===== src/rtl/axpy_chunk_sequencer_pkg.sv =====
// Shared types and elaboration-time helpers for the chunked axpy sequencer.
// Chunk count, remainder and last-chunk lane mask are computed here so sibling sequencers agree.
package axpy_chunk_sequencer_pkg;

  typedef enum logic [1:0] {IDLE, ISSUE, DRAIN, DONE} seq_state_t;

  localparam int MAX_NI = 256;

  function automatic int calc_nchunk(int noe, int ni);
    return (noe + ni - 1) / ni;
  endfunction

  function automatic int calc_rem(int noe, int ni);
    return noe % ni;
  endfunction

  // Element e of a chunk sits in lane ni-1-e, so a partial chunk fills from the top.
  function automatic logic [MAX_NI-1:0] last_mask(int rem, int ni);
    logic [MAX_NI-1:0] m;
    m = '0;
    for (int b = 0; b < MAX_NI; b++)
      if (b < ni && (rem == 0 || b >= ni - rem)) m[b] = 1'b1;
    return m;
  endfunction

endpackage


===== src/rtl/axpy_chunk_sequencer_if.sv =====
// Controller, operand-memory and datapath signals of the axpy chunk sequencer.
interface axpy_chunk_sequencer_if #(
  parameter int EW = 32,
  parameter int NI = 8,
  parameter int AW = 8
);
  logic          start;
  logic          op_in;
  logic [EW-1:0] constant_in;
  logic          busy;
  logic          done;
  logic          rd_en;
  logic [AW-1:0] rd_addr;
  logic          dp_op;
  logic [EW-1:0] dp_constant;
  logic          wr_en;
  logic [AW-1:0] wr_addr;
  logic [NI-1:0] wr_mask;

  modport slave (
    input  start, op_in, constant_in,
    output busy, done, rd_en, rd_addr, dp_op, dp_constant, wr_en, wr_addr, wr_mask
  );

  modport master (
    output start, op_in, constant_in,
    input  busy, done, rd_en, rd_addr, dp_op, dp_constant, wr_en, wr_addr, wr_mask
  );
endinterface


===== src/rtl/axpy_chunk_sequencer_latency_tag_pipe.sv =====
// Depth-DEPTH shift register of {valid, addr, last} tags matching datapath latency.
// pending flags any tag not yet in the output stage, letting a sequencer finish as the last write leaves.
module latency_tag_pipe #(
  parameter int DEPTH = 6,
  parameter int AW    = 8
) (
  input  logic          clk,
  input  logic          reset,
  input  logic          in_valid,
  input  logic [AW-1:0] in_addr,
  input  logic          in_last,
  output logic          out_valid,
  output logic [AW-1:0] out_addr,
  output logic          out_last,
  output logic          pending
);

  logic [DEPTH-1:0]         vld_pipe;
  logic [DEPTH-1:0][AW-1:0] addr_pipe;
  logic [DEPTH-1:0]         last_pipe;

  always_ff @(posedge clk) begin
    if (reset) begin
      vld_pipe  <= '0;
      addr_pipe <= '0;
      last_pipe <= '0;
    end else begin
      // Payload is zeroed on empty slots so idle outputs read as 0.
      vld_pipe[0]  <= in_valid;
      addr_pipe[0] <= in_valid ? in_addr : '0;
      last_pipe[0] <= in_valid & in_last;
      for (int s = 1; s < DEPTH; s++) begin
        vld_pipe[s]  <= vld_pipe[s-1];
        addr_pipe[s] <= addr_pipe[s-1];
        last_pipe[s] <= last_pipe[s-1];
      end
    end
  end

  always_comb begin
    pending = 1'b0;
    for (int s = 0; s < DEPTH-1; s++) pending = pending | vld_pipe[s];
  end

  assign out_valid = vld_pipe[DEPTH-1];
  assign out_addr  = addr_pipe[DEPTH-1];
  assign out_last  = last_pipe[DEPTH-1];

endmodule


===== src/rtl/axpy_chunk_sequencer.sv =====
// Issues one NOE-element axpy run chunk by chunk, holds op/constant for the run,
// and emits latency-aligned write-back strobes followed by a one-cycle done.
module axpy_chunk_sequencer
  import axpy_chunk_sequencer_pkg::*;
#(
  parameter int NOE    = 16,
  parameter int NI     = 8,
  parameter int EW     = 32,
  parameter int LAT    = 5,
  parameter int RD_LAT = 1,
  parameter int AW     = 8
) (
  input logic                  clk,
  input logic                  reset,
  axpy_chunk_sequencer_if.slave bus
);

  localparam int NCHUNK = calc_nchunk(NOE, NI);
  localparam int REM    = calc_rem(NOE, NI);
  localparam int TOT    = RD_LAT + LAT;
  localparam logic [AW-1:0]     LAST_IDX    = AW'(NCHUNK - 1);
  localparam logic [MAX_NI-1:0] LAST_MASK_W = last_mask(REM, NI);

  seq_state_t    state;
  logic          rd_en_q;
  logic [AW-1:0] rd_addr_q;
  logic          dp_op_q;
  logic [EW-1:0] dp_const_q;
  logic          busy_q;
  logic          done_q;

  logic          tag_valid;
  logic [AW-1:0] tag_addr;
  logic          tag_last;
  logic          tag_pending;

  always_ff @(posedge clk) begin
    if (reset) begin
      state      <= IDLE;
      rd_en_q    <= 1'b0;
      rd_addr_q  <= '0;
      dp_op_q    <= 1'b0;
      dp_const_q <= '0;
      busy_q     <= 1'b0;
      done_q     <= 1'b0;
    end else begin
      case (state)
        IDLE: if (bus.start) begin
          state      <= ISSUE;
          rd_en_q    <= 1'b1;
          rd_addr_q  <= '0;
          dp_op_q    <= bus.op_in;
          dp_const_q <= bus.constant_in;
          busy_q     <= 1'b1;
        end
        ISSUE: begin
          if (rd_addr_q == LAST_IDX) begin
            state   <= DRAIN;
            rd_en_q <= 1'b0;
          end else begin
            rd_addr_q <= rd_addr_q + AW'(1);
          end
        end
        // Leave as the final tag reaches the output stage so done lands right after the last write.
        DRAIN: if (!tag_pending) begin
          state  <= DONE;
          busy_q <= 1'b0;
          done_q <= 1'b1;
        end
        DONE: begin
          state  <= IDLE;
          done_q <= 1'b0;
        end
        default: state <= IDLE;
      endcase
    end
  end

  latency_tag_pipe #(.DEPTH(TOT), .AW(AW)) u_tag_pipe (
    .clk      (clk),
    .reset    (reset),
    .in_valid (rd_en_q),
    .in_addr  (rd_addr_q),
    .in_last  (rd_addr_q == LAST_IDX),
    .out_valid(tag_valid),
    .out_addr (tag_addr),
    .out_last (tag_last),
    .pending  (tag_pending)
  );

  assign bus.busy        = busy_q;
  assign bus.done        = done_q;
  assign bus.rd_en       = rd_en_q;
  assign bus.rd_addr     = rd_addr_q;
  assign bus.dp_op       = dp_op_q;
  assign bus.dp_constant = dp_const_q;
  assign bus.wr_en       = tag_valid;
  assign bus.wr_addr     = tag_addr;
  assign bus.wr_mask     = !tag_valid ? '0 : (tag_last ? LAST_MASK_W[NI-1:0] : '1);

endmodule


===== src/flat_wrapper.sv =====
// flat-port wrapper written by rule: the top's interface ports become plain ports
module axpy_chunk_sequencer_flat import axpy_chunk_sequencer_pkg::*;
#(
  parameter int NOE    = 16,
  parameter int NI     = 8,
  parameter int EW     = 32,
  parameter int LAT    = 5,
  parameter int RD_LAT = 1,
  parameter int AW     = 8
)
  (clk, reset, bus_start, bus_op_in, bus_constant_in, bus_busy, bus_done, bus_rd_en, bus_rd_addr, bus_dp_op, bus_dp_constant, bus_wr_en, bus_wr_addr, bus_wr_mask);
  axpy_chunk_sequencer_if #(.EW(EW), .NI(NI), .AW(AW)) bus_i ();
  input logic clk;
  input logic reset;
  input wire logic [$bits(bus_i.start)-1:0] bus_start;
  input wire logic [$bits(bus_i.op_in)-1:0] bus_op_in;
  input wire logic [$bits(bus_i.constant_in)-1:0] bus_constant_in;
  output wire logic [$bits(bus_i.busy)-1:0] bus_busy;
  output wire logic [$bits(bus_i.done)-1:0] bus_done;
  output wire logic [$bits(bus_i.rd_en)-1:0] bus_rd_en;
  output wire logic [$bits(bus_i.rd_addr)-1:0] bus_rd_addr;
  output wire logic [$bits(bus_i.dp_op)-1:0] bus_dp_op;
  output wire logic [$bits(bus_i.dp_constant)-1:0] bus_dp_constant;
  output wire logic [$bits(bus_i.wr_en)-1:0] bus_wr_en;
  output wire logic [$bits(bus_i.wr_addr)-1:0] bus_wr_addr;
  output wire logic [$bits(bus_i.wr_mask)-1:0] bus_wr_mask;
  assign bus_i.start = bus_start;
  assign bus_i.op_in = bus_op_in;
  assign bus_i.constant_in = bus_constant_in;
  assign bus_busy = bus_i.busy;
  assign bus_done = bus_i.done;
  assign bus_rd_en = bus_i.rd_en;
  assign bus_rd_addr = bus_i.rd_addr;
  assign bus_dp_op = bus_i.dp_op;
  assign bus_dp_constant = bus_i.dp_constant;
  assign bus_wr_en = bus_i.wr_en;
  assign bus_wr_addr = bus_i.wr_addr;
  assign bus_wr_mask = bus_i.wr_mask;
  axpy_chunk_sequencer #(.NOE(NOE), .NI(NI), .EW(EW), .LAT(LAT), .RD_LAT(RD_LAT), .AW(AW)) u_core (.clk(clk), .reset(reset), .bus(bus_i));
endmodule

===== config.mk =====
export PLATFORM = sky130hd
export DESIGN_NAME = axpy_chunk_sequencer_flat
export DESIGN_NICKNAME = d
export VERILOG_FILES = /design/src/rtl/axpy_chunk_sequencer_pkg.sv /design/src/rtl/axpy_chunk_sequencer_if.sv /design/src/rtl/axpy_chunk_sequencer_latency_tag_pipe.sv /design/src/rtl/axpy_chunk_sequencer.sv /design/src/flat_wrapper.sv
export SDC_FILE = /design/constraint.sdc
export NUM_CORES = 1
export LEC_CHECK = 0
export BUFFER_PORTS_ARGS = -buffer_cell sky130_fd_sc_hd__buf_2
export CAP_MARGIN = 10
export CORE_MARGIN = 2
export CORE_UTILIZATION = 50
export CTS_CLUSTER_DIAMETER = 200
export DETAILED_ROUTE_END_ITERATION = 12
export PLACE_DENSITY_LB_ADDON = 0.15
export SLEW_MARGIN = 15
export SYNTH_ARGS = -nofsm -noshare
export SYNTH_HDL_FRONTEND = slang
export SYNTH_SLANG_ARGS = --single-unit

===== constraint.sdc =====
create_clock -name clk -period 3.5 [get_ports clk]
set_clock_uncertainty 0.05 [all_clocks]
set_input_delay 0.525 -clock clk [delete_from_list [all_inputs] [get_ports clk]]
set_output_delay 0.525 -clock clk [all_outputs]
set_load 0.02 [all_outputs]

; ---- After elaboration in Yosys (flattened, before gate mapping)
; Index checks and enable logic that the tools add are counted.
[word_totals]
ff_bits = 100
in_bits = 36
output_inout_bits = 61
[op_classes]
addsub = 1
eq_ne = 8
mux = 15
bitwise = 5
reduce_logical = 11
[ops]
columns = operator, count
row1 = 2-to-1 mux 8 bit, 3
row2 = one-hot mux 8 bit (2 select lines), 1
row3 = AND reduction 3 bit, 4
row4 = adder 8 x 1 -> 8 bit (second input constant), 1
row5 = equality test 8 x 1 -> 1 bit (second input constant), 1
row6 = inequality test 2 bit (second input constant), 4
row7 = one-hot mux 2 bit (4 select lines), 1
row8 = 2-to-1 mux 2 bit, 3
row9 = one-hot mux 1 bit (2 select lines), 3
row10 = nonzero test 2 bit, 3
row11 = equality test 2 bit (second input constant), 2
row12 = 2-to-1 mux 1 bit, 4
row13 = OR 1 bit, 4
row14 = AND reduction 2 bit, 2
row15 = equality test 2 x 1 -> 1 bit (second input constant), 1
row16 = logical NOT 2 bit, 1
row17 = OR reduction 2 bit, 1
row18 = NOT 1 bit, 1

; ---- Depth between registers and ports, before layout
; Gate-level depths: netlist of the first run.
[depth]
ltp_word = 6
ltp_mapped = 7
mapped_depth_nobuf = 6

; ---- Hierarchy
; A second synthesis of the first run with hierarchy kept.
[unflattened]
hier_cells = 383
area_unflattened_um2 = 3642.2
[modules_own_cells]
columns = mod, instances, cells_each, area_each_um2
row1 = axpy_chunk_sequencer, 1, 246, 1954.4
row2 = latency_tag_pipe, 1, 137, 1687.9

; ---- Worst setup path after synthesis of the first run
; No wires, ideal clock.
[synth_path]
kind = register to register
from = reg u_core.rd_addr_q[0], in the netlist u_core.bus.rd_addr[0]
to = reg u_core.state[1]
setup_ns = 0.129
arrival_ns = 1.734
required_time_ns = 3.321
setup_slack_ns = 1.588
stages_incl_launch_ff = 6
path_buffers = 0
synth_period_minus_slack_ns = 1.912
path_cell_list = dfxtp_1 -> ha_1 -> or4b_4 -> o41ai_4 -> and3_1 -> o31ai_1
[synth_between]
elab_chain_len = 3
[synth_rtl]
columns = element, line_no
row1 = start: declaration, axpy_chunk_sequencer.sv:26  ; logic [AW-1:0] rd_addr_q;
row2 = start signal: assignment, axpy_chunk_sequencer.sv:61  ; rd_addr_q <= rd_addr_q + AW'(1);
row3 = equality test 8 x 1 -> 1 bit, -
row4 = inequality test 2 bit (no line), -
row5 = AND reduction 3 bit (no line), -
row6 = end signal: assignment, axpy_chunk_sequencer.sv:39  ; state <= IDLE;
row7 = end signal: assignment, axpy_chunk_sequencer.sv:49  ; state <= ISSUE;
row8 = end signal: assignment, axpy_chunk_sequencer.sv:58  ; state <= DRAIN;
row9 = end: declaration, axpy_chunk_sequencer.sv:24  ; seq_state_t state;
; No other way between the ends.
; A chain may end at the register's enable or synchronous reset.

; ---- Final worst setup path of the first run
[layout_path]
from = reg u_core.state[1]
to = reg u_core.rd_addr_q[1], in the netlist u_core.bus.rd_addr[1]
[layout_between]
elab_chain_len = 3
[layout_rtl]
columns = element, line_no
row1 = equality test 2 x 1 -> 1 bit or logical NOT 2 bit (tied branches), axpy_chunk_sequencer.sv:47  ; case (state)
row2 = inequality test 2 bit (no line) or nonzero test 2 bit (tied branches), -
row3 = AND reduction 3 bit (no line), -
; Several ways; a longest one is shown, not always the timed one.

==> run_results.csv, run 1 <==
group,metric,value,unit
power,clockPowerShare,29.1,%
power,p_int,0.00191,W
clock_tree,cts-resized-gates,0,
worst_setup_path,critPathLaunchType,"register",
finish,nFillCells,593,
finish,layout-drive-gt1-share,28.0,%
drt,ant_nets,0,
clock_tree,htreeDepth,3,
floorplanning,die_area,7720,um2
finish,final_cell_mix,"dfxtp_1 (100), buf_2 (96), nand2_1 (70)",
synthesis,synthDistinctLibCells,45,
placed_design,placed_cells,523,
global_route,grt_antenna_before_repair,0,
clock_tree,clockBufferDepth,2,
timing,tns,0,ns
worst_setup_path,arrival,2.25,ns
timing,rsz0062_at_grt,"false",
finish,mostFrequentLayoutCell,"dfxtp_1",
worst_setup_path,crit_chain,"inv_1 -> ha_1 -> or4b_1 -> o21ai_4 -> mux2i_1 -> nor2_1",
power,p_leak,1.84,nW
synthesis,synthesis.area,3520,um2
synthesis,seq_area_frac_synth,56.9,%
finish,fin_cells,539,
drt,wl_per_cell,11.4,um
hold_path,hold_class,"input pin to register",
drt,routed_via_density,4.64,
clock_tree,cts.reportedPaths.clkPinSlew,0.10,ns
clock_tree,cts-buffers-inserted,9,
timing,setup_viol,0,
drt,dr.pass1.iters,4,
floorplanning,rows,30,
clock_tree,ctsHoldBuffers,0,
floorplanning,start_util,51.7,%
finish,antenna_cells,0,
drt,drt-total-wl,6150,um
power,p_switching,0.000914,W
timing,fmaxAchievable,0.479,GHz
drt,vias,2500,
global_route,grt_overflow,0,
hold_path,min_path_cells,3,
clock_tree,clk_latency,0.35,ns
synthesis,syn_area_per_cell,9.63,um2
floorplanning,fp.dieW,87.9,um
synthesis,synth_warnings,0,
placed_design,hpwl,4060,um
global_route,grtUsageTotal,15.3,%
placed_design,io_buffers,96,
power,p_comb_share,24.6,%
worst_setup_path,required,3.66,ns
drt,drtIter0Drc,63,
synthesis,synth_edf_count,0,
synthesis,synthFlopType,"dfxtp_1",
floorplanning,die_height,87.9,um
timing,slew_headroom,29.4,%
synthesis,postSynthCellCount,365,
clock_tree,root_buffer,"clkbuf_8",
timing,period_minus_slack,2.09,ns
global_route,grt_pass1_vias,2057,
job,drv_cap,0,
timing,period_share,59.7,%
floorplanning,io_pins,97,
timing,drv_slew,0,
synthesis,synth.largest_area_cell,"dfxtp_1",
worst_setup_path,crit_slowest_cell,"or4b_1",
timing,worst_pin_slew,1.06,ns
worst_setup_path,crit_type,"register to register",
synthesis,synth_area_leaders,"dfxtp_1 (57%), nor2b_1 (8.4%), nand2_1 (7.5%)",
power,vdd_drop_max,458,uV
finish,fin_util,61.1,%
global_route,grt_max_degree,52,
power,pwr-share-seq,46.3,%
drt,drc,0,
worst_setup_path,path_max_fanout,9,
run_status,outcome,"complete, no violations",
finish,syn_to_final_growth,18.0,%
finish,finalNetCount,480,
synthesis,synth-seq-cells,100,
synthesis,async_flop_share,0,%
clock_tree,cts_sinks,100,
timing,finalHoldViolations,0,
power,powerDensity,682,nW/um2
clock_tree,cts_tree,"done",
synthesis,syn_nets,407,
power,p_sw_share,32.3,%
synthesis,synth_top_cell_area_share,56.9,%
worst_setup_path,slowest_delay,0.54,ns
global_route,grt_pass1_wl,9230,um
placed_design,gp_congestion,0.817,
worst_setup_path,worstRegToRegCells,6,
worst_setup_path,endpoint_kind,"register",
floorplanning,core_area,6790,um2
clock_tree,cts_setup_buffers,0,
through the flow:
stage / hold slack (ns) / total power, W / worst slack [ns] / cell area, um2
2_1_floorplan: 0.364 / 0.00185 / 1.59 / 3520
3_3_place_gp: 0.366 / 0.00202 / 1.52 / 3920
3_5_place_dp: 0.370 / 0.00204 / 1.45 / 3920
4_1_cts: 0.333 / 0.00286 / 1.42 / 4150
5_1_grt: 0.337 / 0.00298 / 1.29 / 4150
6_report: 0.346 / 0.00283 / 1.41 / 4150
power by group through the flow:
stage          Clock, W  Sequential (W)  Combinational (W)
5_1_grt        0.000886         0.00132           0.000772
3_3_place_gp          0         0.00133           0.000691
4_1_cts        0.000839         0.00131           0.000707
3_5_place_dp          0         0.00134           0.000706
2_1_floorplan         0         0.00144           0.000407
6_report       0.000822         0.00131           0.000697
worst max-delay path, delay by kind of cell, from the launching register on:
kind / cells / cell delay (ns)
AOI/OAI and AO/OA: 1 / 0.28
adders and majority gates: 1 / 0.37
buffers and inverters: 1 / 0.10
DFF: 1 / 0.34
muxes: 1 / 0.22
and+or+nand+nor: 2 / 0.59
flip-flops by register name, indices dropped and copies added, names as in the netlist:
register	flops
u_core.u_tag_pipe.addr_pipe	40
u_core.state	2
u_core.u_tag_pipe.out_addr	8
u_core.bus.done	1
u_core.bus.rd_en	1
u_core.bus.busy	1
u_core.bus.dp_op	1
u_core.bus.rd_addr	8
u_core.u_tag_pipe.vld_pipe	6
u_core.bus.dp_constant	32
cell type report:
cell class	count	area, um2	area share [%]
Inverter	6	22.5	0.543
Multi-Input combinational cell	223	1280	30.8
Clock buffer	9	124	2.99
Clock inverter	7	106	2.56
Tap cell	96	120	2.90
Sequential cell	100	2000	48.3
Timing Repair Buffer	98	495	11.9
kinds of logic after synthesis:
group	count (synthesis)	synth area share, %
AND/OR/NAND/NOR	155	22.6
XOR/XNOR	2	0.498
buffers and inverters	42	6.69
flip-flops	100	56.9
AO/OA/AOI/OAI	58	10.5
multiplexers	2	0.605
adder cells (fa/ha/maj)	6	2.14
layer usage:
| layer | up-vias | share of wire, % | global-route usage (%) |
|---|---|---|---|
| li1 | 1316 | - | - |
| met5 | - | 0 | 0 |
| met1 | 1119 | 45 | 18.3 |
| met4 | 0 | 0.81 | 7.97 |
| met3 | 4 | 4.5 | 3.49 |
| met2 | 61 | 50 | 25.8 |
worst paths after layout:
check                                                     from                         endpoint  slack (ns)
worst max register to register                 u_core.state[1]            u_core.bus.rd_addr[1]        1.41
worst min register to register  u_core.u_tag_pipe.addr_pipe[9]  u_core.u_tag_pipe.addr_pipe[17]        0.39
worst min-delay path                       bus_constant_in[17]       u_core.bus.dp_constant[17]        0.35
worst max-delay path                           u_core.state[1]            u_core.bus.rd_addr[1]        1.41
Yosys cell counts, types with 2 or more instances:
| master | count |
|---|---|
| nor2_1 | 8 |
| or4_1 | 2 |
| nand3_1 | 5 |
| a21oi_1 | 39 |
| nand2b_1 | 2 |
| nor4_1 | 2 |
| clkbuf_1 | 18 |
| inv_1 | 6 |
| nand2_1 | 70 |
| ha_1 | 6 |
| and2_1 | 8 |
| nor2b_1 | 47 |
| dfxtp_1 | 100 |
| o21ai_0 | 2 |
| xor2_1 | 2 |
| buf_4 | 16 |
| o31ai_1 | 3 |
| o21a_1 | 2 |
Note: power is estimated with default switching activity, not from simulation.
==> inputs of run 2 (changes only) <==
--- a/config.mk
+++ b/config.mk
@@ -5,6 +5,7 @@
 export SDC_FILE = /design/constraint.sdc
 export NUM_CORES = 1
 export LEC_CHECK = 0
+export ABC_AREA = 1
 export BUFFER_PORTS_ARGS = -buffer_cell sky130_fd_sc_hd__buf_2
 export CAP_MARGIN = 10
 export CORE_MARGIN = 2
==> constraint.sdc (replaced) <==
create_clock -name clk -period 2.1 [get_ports clk]
set_clock_uncertainty 0.05 [all_clocks]
set_input_delay 0.315 -clock clk [delete_from_list [all_inputs] [get_ports clk]]
set_output_delay 0.315 -clock clk [all_outputs]
set_load 0.02 [all_outputs]
==> run 2 against run 1 <==
  * Die area grew 1.7%
  * Critical path depth grew 2
  * Setup slack lost 0.89 ns
  * Cell count grew 18%
  * Clock power grew 59%
  * Clock-buffer cell count grew 2
  * Non-clock buffer count grew 2
  * Synthesized cell count grew 24%
  * Via count grew 11%
  * Hold slack lost 0.19 ns
==> run_results.csv, run 2 <==
group,metric,value,unit
run_status,outcome,"complete, no violations",
global_route,top_usage_layer,"met2",
drt,routed_via_density,4.40,
placed_design,io_buffers,96,
clock_tree,htreeDepth,3,
worst_setup_path,r2r_start,"u_core.state[0]",
synthesis,synth_top_cell_area_share,56.0,%
finish,seqCellArea,2000,um2
synthesis,synthDistinctLibCells,21,
synthesis,seq_area_frac_synth,56.0,%
timing,fmaxAchievable,0.634,GHz
hold_path,min_to,"u_core.bus.dp_constant[9]",
finish,finalNetCount,575,
synthesis,yosysMostFrequentCell,"nor2_1",
timing,postLayoutSetupSlackWorst,0.523,ns
global_route,gr-usage-met3,5.22,%
hold_path,hold_class,"input pin to register",
timing,period_share,75.1,%
worst_setup_path,arrival,1.82,ns
global_route,grt_pass1_vias,2232,
floorplanning,rows,30,
clock_tree,root_buffer,"clkbuf_8",
synthesis,synthesis.area,3580,um2
drt,drc,0,
synthesis,synth_warnings,0,
worst_setup_path,path_max_fanout,34,
hold_path,min-delay-start,"bus_constant_in[9]",
finish,nFillCells,626,
placed_design,hpwl,4320,um
placed_design,preCtsSetupSlack,0.543,ns
timing,tns,0,ns
global_route,grtUsageTotal,16.2,%
worst_setup_path,crit_path_frequent_cell,"nor2_1",
floorplanning,die_area,7850,um2
global_route,grt_max_degree,49,
timing,period_minus_slack,1.58,ns
clock_tree,cts_tree,"done",
synthesis,synth_edf_count,0,
finish,final_cell_mix,"nor2_1 (148), dfxtp_1 (100), buf_2 (96)",
clock_tree,cts_sinks,100,
worst_setup_path,r2r-end,"u_core.bus.rd_addr[5]",
drt,wl_per_cell,10.2,um
synthesis,postSynthCellCount,454,
clock_tree,cts-resized-gates,0,
synthesis,syn_nets,496,
finish,largest_register_ffs,40,
timing,setup_viol,0,
synthesis,syn_area_per_cell,7.88,um2
global_route,grt_antenna_before_repair,0,
placed_design,gp_congestion,0.878,
drt,drtIter0Drc,150,
clock_tree,cts.reportedPaths.clkPinSlew,0.09,ns
synthesis,synth.largest_area_cell,"dfxtp_1",
finish,antenna_cells,0,
finish,top_register,"u_core.u_tag_pipe.addr_pipe",
floorplanning,io_pins,97,
floorplanning,core_area,6870,um2
synthesis,ys_top_cells_by_count,"nor2_1 (148), dfxtp_1 (100), inv_1 (65)",
clock_tree,clk_latency,0.35,ns
worst_setup_path,slowest_delay,0.40,ns
finish,layout-drive-gt1-share,23.2,%
synthesis,synth-seq-cells,100,
worst_setup_path,crit_chain,"inv_1 -> ha_1 -> nand2_2 -> buf_4 -> nor2_1 -> nor2_1 -> o21ai_1 -> nor2_1",
synthesis,synthFlopType,"dfxtp_1",
worst_setup_path,required,2.35,ns
worst_setup_path,crit_type,"register to register",
clock_tree,cts-buffers-inserted,9,
worst_setup_path,crit_slowest_cell,"dfxtp_1",
drt,vias,2787,
floorplanning,start_util,52.1,%
global_route,grt_use_met2,25.4,%
timing,rsz0062_at_grt,"false",
worst_setup_path,worstRegToRegCells,8,
drt,dr.pass1.iters,5,
clock_tree,clockBufferDepth,2,
clock_tree,ctsHoldBuffers,0,
finish,syn_to_final_growth,18.2,%
hold_path,min_path_cells,3,
floorplanning,die_height,88.6,um
timing,drv_slew,0,
worst_setup_path,timing.reg2reg.setup_slack,0.52,ns
synthesis,synth_area_leaders,"dfxtp_1 (56%), nor2_1 (16%), inv_1 (6.8%)",
worst_setup_path,endpoint_kind,"register",
power,powerDensity,1230,nW/um2
clock_tree,cts_setup_buffers,0,
worst_setup_path,critPathLaunchType,"register",
floorplanning,fp.dieW,88.6,um
drt,drt-total-wl,6460,um
power,vdd_drop_max,595,uV
timing,finalHoldViolations,0,
global_route,grt_pass1_wl,9830,um
global_route,grt_use_met1,21.1,%
finish,mostFrequentLayoutCell,"nor2_1",
timing,worst_pin_slew,0.458,ns
finish,multiInputGateArea,1120,um2
synthesis,async_flop_share,0,%
drt,ant_nets,0,
timing,slew_headroom,69.5,%
power,p_leak,1.99,nW
global_route,grt_overflow,0,
job,drv_cap,0,
==> run 2: cell count changes after synthesis, moves of 33 or more <==
cell	change
inv_1	+59
nor2_1	+140
o21ai_0	+37
a21oi_1	-33
nor2b_1	-47
nand2_1	-39
==> run 2: worst max-delay path by stage <==
stage	start	to	slack, ns	depth (start not counted)
finish	u_core.state[0]	u_core.bus.rd_addr[5]	0.52	8
global route	u_core.state[0]	u_core.bus.rd_addr[5]	0.38	8
CTS	u_core.state[0]	u_core.bus.rd_addr[5]	0.53	8
detailed placement	u_core.state[0]	u_core.bus.rd_addr[5]	0.54	8
global placement	u_core.state[0]	u_core.bus.rd_addr[5]	0.62	8
floorplan	u_core.state[0]	u_core.bus.rd_addr[0]	0.63	10
==> run 2: layout make-up <==
class                      instances  area share (%)
clock inverter                     5            1.95
clock buffer                      11            3.11
inverter                          69            6.18
sequential                       100            47.3
tap                               96            2.84
timing repair buffer             100            12.1
multi-input combinational        253            26.5
==> run 2: routing by layer <==
| layer | share of wire (%) | up-vias | wire [um] |
|---|---|---|---|
| met1 | 45 | 1191 | 2890 |
| met4 | 1.8 | 0 | 115 |
| met2 | 47 | 91 | 3030 |
| met3 | 6.5 | 10 | 422 |
| li1 | - | 1495 | - |
| met5 | 0 | - | 0 |
==> run 2: worst max-delay path: cells and delay by family, from the launching register on <==
| kind | cells | cell delay [ns] |
|---|---|---|
| buffers and inverters | 2 | 0.38 |
| adder cells (fa/ha/maj) | 1 | 0.24 |
| AO/OA/AOI/OAI | 1 | 0.08 |
| AND/OR/NAND/NOR | 4 | 0.37 |
| flip-flops | 1 | 0.40 |
==> run 2: report_power, final <==
| part | internal (W) | switching [W] | total, W |
|---|---|---|---|
| Clock | 0.000679 | 0.000632 | 0.00131 |
| Sequential | 0.00215 | 0.000146 | 0.00229 |
| Combinational | 0.000535 | 0.00108 | 0.00162 |
| Total | 0.00336 | 0.00186 | 0.00522 |
==> run 2: logic make-up after synthesis <==
logic type	after synthesis	share of synthesized area, %
flops	100	56.0
fa+ha+maj	6	2.10
simple gates	199	22.3
buf+inv	101	12.7
compound gates	48	6.93
==> run 2: through the flow <==
step	power [W]	area (um2)	instances	hold WS [ns]	util [%]
finish	0.00522	4230	634	0.153	61.6
floorplan	0.00352	3580	454	0.338	-
CTS	0.00527	4230	634	0.147	61.6
global route	0.00557	4230	634	0.155	61.6
detailed placement	0.00395	4020	618	0.342	58.5
global placement	0.00391	4020	618	0.338	58.5
==> inputs of run 3 (changes only) <==
==> constraint.sdc (replaced) <==
create_clock -name clk -period 1.5 [get_ports clk]
set_clock_uncertainty 0.05 [all_clocks]
set_input_delay 0.225 -clock clk [delete_from_list [all_inputs] [get_ports clk]]
set_output_delay 0.225 -clock clk [all_outputs]
set_load 0.02 [all_outputs]
==> run 3 against run 2 <==
  * Critical path type unchanged
  * Via count is 0.68% higher
  * Largest cell class unchanged
  * Sequential power increased by 40%
  * Highest routed layer unchanged
  * Critical endpoint is now u_core.bus.rd_addr[0]
  * Critical path depth increased by 2
==> run_results.csv, run 3 (same netlist as run 2, synthesis figures left out) <==
group,metric,value,unit
job,drv_cap,0,
global_route,grt_antenna_before_repair,0,
timing,hold_slack,0.0674,ns
floorplanning,io_pins,97,
timing,tns,0,ns
worst_setup_path,crit_slowest_cell,"dfxtp_2",
placed_design,io_buffers,96,
floorplanning,core_area,6870,um2
worst_setup_path,endpoint_kind,"register",
clock_tree,clockBufferDepth,2,
worst_setup_path,critPathTopFamily,"flip-flops",
finish,multiInputGateArea,1130,um2
drt,drt-total-wl,6540,um
finish,mostFrequentLayoutCell,"nor2_1",
timing,drv_slew,0,
floorplanning,start_util,52.1,%
finish,fin_util,62.7,%
worst_setup_path,path_max_fanout,9,
worst_setup_path,crit_chain,"inv_1 -> ha_2 -> nand2_2 -> inv_2 -> a21oi_4 -> inv_4 -> nand2_4 -> inv_2 -> nor2_1 -> nor2_1",
floorplanning,die_area,7850,um2
global_route,grt_pass1_vias,2377,
clock_tree,cts.reportedPaths.clkPinSlew,0.10,ns
power,p_leak,2.02,nW
timing,period_minus_slack,1.43,ns
placed_design,dpl_cell_area,4050,um2
timing,period_share,95.0,%
worst_setup_path,critPathLaunchType,"register",
global_route,grt_overflow,0,
timing,slew_headroom,81.1,%
clock_tree,cts-buffers-inserted,9,
drt,drc,0,
drt,wl_per_cell,10.3,um
timing,worst_pin_slew,0.283,ns
worst_setup_path,worst-path-buf-inv,4,
timing,finalHoldViolations,0,
finish,finalNetCount,578,
clock_tree,clk_latency,0.35,ns
clock_tree,cts_sinks,100,
global_route,grt_max_degree,49,
finish,nFillCells,625,
placed_design,hpwl,4620,um
finish,largest_register_ffs,40,
clock_tree,root_buffer,"clkbuf_8",
run_status,outcome,"complete, no violations",
worst_setup_path,worst-path-stages,10,
floorplanning,die_height,88.6,um
worst_setup_path,crit_type,"register to register",
global_route,grtUsageTotal,16.7,%
drt,routed_via_density,4.41,
worst_setup_path,slowest_delay,0.36,ns
drt,ant_nets,0,
drt,dr.pass1.iters,4,
timing,fmaxAchievable,0.702,GHz
power,vdd_drop_max,1070,uV
clock_tree,htreeDepth,3,
clock_tree,ctsHoldBuffers,0,
drt,drtIter0Drc,160,
timing,setup_viol,0,
finish,antenna_cells,0,
finish,top_register,"u_core.u_tag_pipe.addr_pipe",
worst_setup_path,timing.reg2reg.setup_slack,0.07,ns
hold_path,min_path_cells,3,
finish,layout-drive-gt1-share,25.0,%
floorplanning,rows,30,
drt,vias,2806,
hold_path,hold_class,"input pin to register",
finish,final_cell_mix,"nor2_1 (148), dfxtp_1 (97), buf_2 (96)",
power,powerDensity,1750,nW/um2
placed_design,gp_congestion,0.860,
finish,postLayoutCellArea,4310,um2
global_route,grt_pass1_wl,10200,um
clock_tree,cts_tree,"done",
worst_setup_path,required,1.70,ns
worst_setup_path,arrival,1.63,ns
finish,seqCellArea,2010,um2
worst_setup_path,worstRegToRegCells,10,
floorplanning,fp.dieW,88.6,um
finish,syn_to_final_growth,20.4,%
-- run 3: layout make-up --
cell class              count  area share, %
well taps                  96           2.79
multi-input cells         253           26.3
clock buffers              10           3.20
flip-flops and latches    100           46.6
repair buffers            103           12.8
clock inverters             6           2.27
inverters                  69           6.07
-- run 3: path summary, 6_finish.rpt --
check	endpoint	from
max reg2reg	u_core.bus.rd_addr[0]	u_core.state[0]
min reg2reg	u_core.u_tag_pipe.addr_pipe[11]	u_core.u_tag_pipe.addr_pipe[3]
min	u_core.bus.dp_constant[10]	bus_constant_in[10]
max	u_core.bus.rd_addr[0]	u_core.state[0]
-- run 3: where the power goes --
part | switching (W) | internal (W)
Clock | 0.000922 | 0.00101
Combinational | 0.00158 | 0.000817
Sequential | 0.000192 | 0.00301
-- run 3: metrics by stage --
step,setup WS [ns],total power [W],cells
4_1_cts,0.0169,0.00757,637
5_1_grt,-0.00631,0.00804,637
3_3_place_gp,0.0543,0.00553,621
6_report,0.0747,0.00754,637
2_1_floorplan,0.0308,0.00492,454
3_5_place_dp,-0.0200,0.00562,621
-- run 3: per-layer routing --
metal  global-route usage, %  vias up  routed length (um)
met4                    8.54        0                  87
met1                    20.0     1225                2920
met2                    28.6       73                3190
met5                       0        -                   0
li1                        -     1500                   -
met3                    3.36        8                 343
-- run 3: worst reg2reg max path: stages, from the launching register on --
cell     delay, ns
dfxtp_2       0.36
inv_1         0.07
ha_2          0.20
nand2_2       0.08
inv_2         0.06
a21oi_4       0.14
inv_4         0.08
nand2_4       0.10
inv_2         0.04
nor2_1        0.10
nor2_1        0.05
-- run 3: what timing repair did --
action	CTS	global route
hold endpoints to repair	0	0
pin swaps	0	1
setup buffers	0	0
resized for setup	1	8
setup endpoints to repair	2	36
